## src/rtl/grade_stream_classifier.sv

```systemverilog
// Serial grade accumulator: collects four section grades per student, classifies
// the total as failed / passed / scholarship, and keeps saturating verdict tallies.
module grade_stream_classifier #(
    parameter int PASS_TH  = 100,
    parameter int SCHOL_TH = 200,
    parameter int CNT_W    = 8
) (
    input  logic             clk,
    input  logic             rst_n,
    input  logic             grade_valid,
    output logic             grade_ready,
    input  logic [7:0]       grade_data,
    output logic             res_valid,
    input  logic             res_ready,
    output logic             failed,
    output logic             passed,
    output logic             scholarship,
    output logic [9:0]       total_sum,
    output logic [CNT_W-1:0] fail_cnt,
    output logic [CNT_W-1:0] pass_cnt,
    output logic [CNT_W-1:0] schol_cnt,
    input  logic             clear
);

    typedef enum logic {COLLECT, REPORT} state_t;

    localparam logic [9:0]       PASS_LIM  = 10'(PASS_TH);
    localparam logic [9:0]       SCHOL_LIM = 10'(SCHOL_TH);
    localparam logic [CNT_W-1:0] CNT_MAX   = {CNT_W{1'b1}};
    localparam logic [CNT_W-1:0] CNT_ONE   = CNT_W'(1);

    state_t     state_reg, state_next;
    logic [1:0] idx_reg, idx_next;
    logic [9:0] acc_reg, acc_next;
    logic [9:0] total_reg, total_next;
    logic       failed_reg, failed_next;
    logic       passed_reg, passed_next;
    logic       schol_reg, schol_next;
    logic [9:0] sum;
    logic       grade_fire;
    logic       res_fire;

    // Both handshake-side outputs derive only from the state register, so
    // res_ready never reaches grade_ready combinationally.
    assign grade_ready = (state_reg == COLLECT);
    assign res_valid   = (state_reg == REPORT);
    assign grade_fire  = grade_valid && grade_ready;
    assign res_fire    = res_valid && res_ready;
    assign sum         = acc_reg + {2'b00, grade_data};

    always_comb begin
        state_next  = state_reg;
        idx_next    = idx_reg;
        acc_next    = acc_reg;
        total_next  = total_reg;
        failed_next = failed_reg;
        passed_next = passed_reg;
        schol_next  = schol_reg;
        case (state_reg)
            COLLECT: begin
                if (grade_fire) begin
                    acc_next = sum;
                    idx_next = idx_reg + 2'd1;
                    if (idx_reg == 2'd3) begin
                        state_next  = REPORT;
                        total_next  = sum;
                        failed_next = (sum < PASS_LIM);
                        passed_next = (sum >= PASS_LIM);
                        schol_next  = (sum >= SCHOL_LIM);
                    end
                end
            end
            REPORT: begin
                // Verdict registers are zeroed on retirement so the outputs
                // read 0 whenever res_valid is low.
                if (res_fire) begin
                    state_next  = COLLECT;
                    idx_next    = 2'd0;
                    acc_next    = 10'd0;
                    total_next  = 10'd0;
                    failed_next = 1'b0;
                    passed_next = 1'b0;
                    schol_next  = 1'b0;
                end
            end
            default: state_next = COLLECT;
        endcase
    end

    always_ff @(posedge clk or negedge rst_n) begin
        if (!rst_n) begin
            state_reg  <= COLLECT;
            idx_reg    <= 2'd0;
            acc_reg    <= 10'd0;
            total_reg  <= 10'd0;
            failed_reg <= 1'b0;
            passed_reg <= 1'b0;
            schol_reg  <= 1'b0;
        end else begin
            state_reg  <= state_next;
            idx_reg    <= idx_next;
            acc_reg    <= acc_next;
            total_reg  <= total_next;
            failed_reg <= failed_next;
            passed_reg <= passed_next;
            schol_reg  <= schol_next;
        end
    end

    assign total_sum   = total_reg;
    assign failed      = failed_reg;
    assign passed      = passed_reg;
    assign scholarship = schol_reg;

    // Tally slots: 0 = fail, 1 = pass, 2 = scholarship. Clear overrides any
    // increment landing in the same cycle.
    logic [2:0]       cnt_inc;
    logic [CNT_W-1:0] cnt_reg [3];

    assign cnt_inc = {schol_reg, passed_reg, failed_reg};

    genvar gi;
    generate
        for (gi = 0; gi < 3; gi++) begin : g_tally
            always_ff @(posedge clk or negedge rst_n) begin
                if (!rst_n) begin
                    cnt_reg[gi] <= '0;
                end else if (clear) begin
                    cnt_reg[gi] <= '0;
                end else if (res_fire && cnt_inc[gi] && (cnt_reg[gi] != CNT_MAX)) begin
                    cnt_reg[gi] <= cnt_reg[gi] + CNT_ONE;
                end
            end
        end
    endgenerate

    assign fail_cnt  = cnt_reg[0];
    assign pass_cnt  = cnt_reg[1];
    assign schol_cnt = cnt_reg[2];

endmodule

```

## config.mk

```make
export PLATFORM = sky130hd
export DESIGN_NAME = grade_stream_classifier
export DESIGN_NICKNAME = d
export VERILOG_FILES = /design/src/rtl/grade_stream_classifier.sv
export SDC_FILE = /design/constraint.sdc
export NUM_CORES = 1
export LEC_CHECK = 0
export CAP_MARGIN = 15
export CORE_ASPECT_RATIO = 1.2
export CORE_UTILIZATION = 35
export DETAILED_ROUTE_END_ITERATION = 10
export DONT_BUFFER_PORTS = 1
export GPL_TIMING_DRIVEN = 0
export PLACE_DENSITY = 0.55
export SYNTH_ARGS = -nofsm -noshare
export SYNTH_HDL_FRONTEND = slang
export SYNTH_SLANG_ARGS = --single-unit
export TNS_END_PERCENT = 50
```

## constraint.sdc

```tcl
create_clock -name clk -period 3 [get_ports clk]
set_input_delay 0.9 -clock clk [delete_from_list [all_inputs] [get_ports clk]]
set_output_delay 0.9 -clock clk [all_outputs]
set_load 0.005 [all_outputs]
```

* Yosys cells after proc, flatten, opt, wreduce, memory -nomap -nowiden
Index checks and enable logic that the tools add are counted.
** Storage, ports and cells
- Word-level logic and storage cells :: 68
- Input port bits :: 13
- Output and inout port bits :: 39
- Register bits :: 50
** Cells by class
- Add/subtract/negate cells :: 5
- Eq/ne operators :: 7
- Order comparisons :: 3
- Mux-type cells :: 29
- Bitwise gates (word level) :: 1
- Reduce and logical (&&, ||, !) cells :: 13
** Operators by type and width (number)
- 8-bit 2-to-1 mux :: 6
- 10-bit 2-to-1 mux :: 4
- 10-bit one-hot mux with 2 select lines :: 2
- 8-bit by 1-bit adder with 8-bit output, second input constant :: 3
- 8-bit inequality test, second input constant :: 3
- 10-bit by 8-bit adder with 10-bit output :: 1
- 10-bit by 7-bit >= comparator with 1-bit output, second input constant :: 1
- 10-bit by 8-bit >= comparator with 1-bit output, second input constant :: 1
- 10-bit by 7-bit < comparator with 1-bit output, second input constant :: 1
- 1-bit 2-to-1 mux :: 10
- 1-bit logical AND :: 8
- 1-bit one-hot mux with 2 select lines :: 4
- 2-bit by 1-bit inequality test with 1-bit output, second input constant :: 3
- 2-bit nonzero test :: 3
- 2-bit 2-to-1 mux :: 2
- 2-bit one-hot mux with 2 select lines :: 1
- 3-bit AND reduction :: 1
- 2-bit by 1-bit adder with 2-bit output, second input constant :: 1
- 2-bit equality test, second input constant :: 1
- 2-bit AND reduction :: 1
- 1-bit NOT :: 1

* Logic depth before layout (Yosys ltp)
- Depth in word-level cells :: 5
- Gate-level depth with buffers :: 8
- Mapped depth without buffers :: 8

* Least setup slack after synthesis
Ideal clock, no wire load.
- Kind :: input -> register
- From :: input grade_data[0]
- To :: register failed_reg, in the netlist failed
- Stages :: 8
- Arrival :: 2.582 ns
- Data required time :: 2.878 ns
- Path buffers :: 0
- Path slack :: 0.297 ns
- Library setup time :: 0.122 ns
- Cell sequence :: ha_1 > fa_1 > a21o_1 > a221oi_2 > xnor2_1 > o311a_1 > nor3_2 > a32o_1
** On the way
- Longest elaborated chain between the ends :: 5
** RTL lines
- start: declaration :: RTL line 12 : input logic [7:0] grade_data,
- 10-bit by 8-bit adder with 10-bit output :: RTL line 49 : assign sum = acc_reg + {2'b00, grade_data};
- 10-bit by 7-bit < comparator with 1-bit output :: RTL line 67 : failed_next = (sum < PASS_LIM);
- 1-bit 2-to-1 mux :: RTL line 64 : if (idx_reg == 2'd3) begin
- 1-bit 2-to-1 mux :: RTL line 61 : if (grade_fire) begin
- 1-bit one-hot mux with 2 select lines :: RTL line 59 : case (state_reg)
- end signal: assignment :: RTL line 104 : failed_reg <= failed_next;
- end: declaration :: RTL line 36 : logic failed_reg, failed_next;
No other way between the ends. The select of a mux whose other input is x is not followed.
A chain may end at the register's enable or synchronous reset.

* Final worst setup path
Ends and elaborated chain as after synthesis.

==> flow_summary.toml <==
[routing]
drt-initial-drc-count = 70
ant_nets = 0
dr.pass1.iters = 4
vias = 1846
via_per_inst = 5.38
wl_per_cell_um = 16.1
drt-total-wl_mm = 5.52
drc = 0

[clock_network]
clock_latency_ns = 0.30
cts_buffer_depth = 2
cts_buffers = 5
cts.repair.resized = 0
cts_setup_buffers = 0
cts_hold_buf = 0
cts_root_buffer = "clkbuf_8"
cts-htree-levels = 2
clk_pin_slew_ns = 0.09
clkSinkCount = 50
cts_tree = "yes"

[run_status]
outcome = "complete, no violations"

[timing]
worstMarginPinSlew_ns = 0.479
finalMaxSlewViolations = 0
timing.final.ws_setup_ns = 0.424
max-slew-margin-rel_pct = 68.1
fmax_mhz = 388
tns_ns = 0
setup_violations = 0
rsz0062_at_grt = "no"
fin_crit_ns = 2.58
fin_crit_sh_pct = 85.9
finalHoldViolCount = 0
finalClockSkew_ns = 0.0109

[finish]
n_fill_cell = 709
drive_gt1_share_pct = 8.20
fin_nets = 281
final_area_sq_mm = 0.00279
multi_input_area_sq_mm = 0.00128
diodes = 0
area.growth.synth_to_final_pct = 8.52
regArea_sq_mm = 0.00125

[worst_setup_path]
startpoint_type = "input port"
r2r-end = "failed$_DFFE_PN0P_"
worstPathArrival_ns = 2.76
critPathLaunch = "grade_data[0]"
required_ns = 3.18
critPathKind = "input port to register"
reg2reg_slack_ns = 0.65
reg2reg_depth = 8
crit_fanout = 4
critPathCaptureType = "register"
reg2reg_from = "acc_reg[0]$_DFFE_PN0P_"

[power_and_ir_drop]
pwr-share-comb_pct = 37.3
switching_power_uw = 876
powerDensity_mw_per_mm2 = 828
intPower_uw = 1430
clockPowerShare_pct = 19.4
peakVddDrop_v = 0.000483
leakagePower_uw = 0.00127
swShare_pct = 37.9
power_frac_seq_pct = 43.3

[synth]
async_flop_share_pct = 100
yosysTopAreaCell = "dfrtp_1"
yosysMostFrequentCell = "dfrtp_1"
synthCells = 248
yosys-top-cells-area = "dfrtp_1 (49%), ha_1 (5.8%), nand2_1 (5.4%)"
synth-seq-cells = 50
synth.distinct_cells = 41
netlist_area_sq_mm = 0.00257
synth_seq_area_share_pct = 48.7
synth.avg_cell_area_sq_um = 10.4
synth_edf_count = 0
ys_top_cells_by_count = "dfrtp_1 (50), nand2_1 (37), nor2_1 (24)"
synthFlopType = "dfrtp_1"
syn_nets = 274
yosys_warnings = 0
yosysTopAreaCellShare_pct = 48.7

[die]
dieArea_sq_mm = 0.00769
core_sq_mm = 0.00698
die_h_um = 95.9
fp-row-count = 33
start_util_pct = 36.8
die_w_um = 80.2
io_pins = 52

[placement]
postPlaceCellArea_sq_mm = 0.00268
place_hpwl_mm = 4.06
port_buffers = 0
place_ws_ns = 0.105
routabilityCongestion = 0.756

[grt]
grt_max_degree = 51
grt.overflow.total = 0
grt_first_pass_wirelength_mm = 9.17
antenna_found_initial = 0
grt_pass1_vias = 1854
grtUsageTotal_pct = 15.7

[job]
max-cap-violations = 0

[worst_hold_path]
hold_path.class = "input port to async pin"
critical path, stage by stage:
cell	delay (ns)
ha_1	0.22
fa_1	0.41
a21o_1	0.23
a221oi_2	0.24
xnor2_1	0.24
o311a_1	0.25
nor3_2	0.05
a32o_1	0.22
metal layers:
layer,wire (um),vias to the layer above,track usage (%)
met1,2410,894,19.1
met4,70,0,5.36
met3,393,5,4.83
li1,-,893,-
met2,2650,54,26.4
met5,0,-,0
power by group through the flow:
stage	Combinational (uW)	Clock, uW	Sequential [uW]
2_1_floorplan	699	0	956
3_3_place_gp	847	0	1020
3_5_place_dp	869	0	1010
4_1_cts	870	463	1000
5_1_grt	980	491	1030
6_report	861	449	1000
worst max-delay path by stage:
stage,to,slack (ns)
final,failed$_DFFE_PN0P_,0.42
after global routing,failed$_DFFE_PN0P_,0.35
after CTS,failed$_DFFE_PN0P_,0.42
after detailed placement,failed$_DFFE_PN0P_,0.10
after global placement,failed$_DFFE_PN0P_,0.12
after floorplan,failed$_DFFE_PN0P_,0.30
layout by cell type (no fill, tap or decap), types with 2 or more instances in the layout:
cell,synthesis,final
xnor2_1,13,13
xor2_1,12,12
o21ai_1,4,4
nand2_1,37,37
nand3_1,16,16
and4_4,2,2
clkbuf_8,0,8
and4_1,3,3
a22o_1,9,9
ha_1,12,12
a21o_1,3,3
a31oi_1,2,2
clkbuf_1,7,7
a21oi_2,2,2
mux2i_1,3,3
a41oi_2,2,2
inv_1,3,3
nor2_1,24,24
a21oi_1,8,8
dfrtp_1,50,50
o21ai_0,9,9
and3_1,4,4
nor3_2,2,2
or3_1,3,3
cells by family after synthesis:
kind of cell / Yosys count / share of synthesized area, %
muxes: 3 / 1.17
adders and majority gates: 13 / 6.62
buffers and inverters: 10 / 1.46
DFF: 50 / 48.7
AOI/OAI and AO/OA: 49 / 15.2
and+or+nand+nor: 98 / 18.4
xor gates and xnor gates: 25 / 8.52
through the flow:
| stage | hold slack, ns | power (uW) | utilization (%) | instances |
|---|---|---|---|---|
| 2_1_floorplan | 0.452 | 1660 | - | 248 |
| 3_3_place_gp | 0.473 | 1860 | 38.4 | 335 |
| 3_5_place_dp | 0.479 | 1880 | 38.4 | 335 |
| 4_1_cts | 0.272 | 2340 | 40.0 | 343 |
| 5_1_grt | 0.262 | 2500 | 40.0 | 343 |
| 6_report | 0.282 | 2310 | 40.0 | 343 |
cell type report:
cell class	count	area share, %
Buffer	7	0.942
Tap cell	87	3.90
Clock buffer	8	3.95
Sequential cell	50	44.8
Multi-Input combinational cell	188	46.0
Inverter	3	0.404
(Power assumes the default switching activity.)
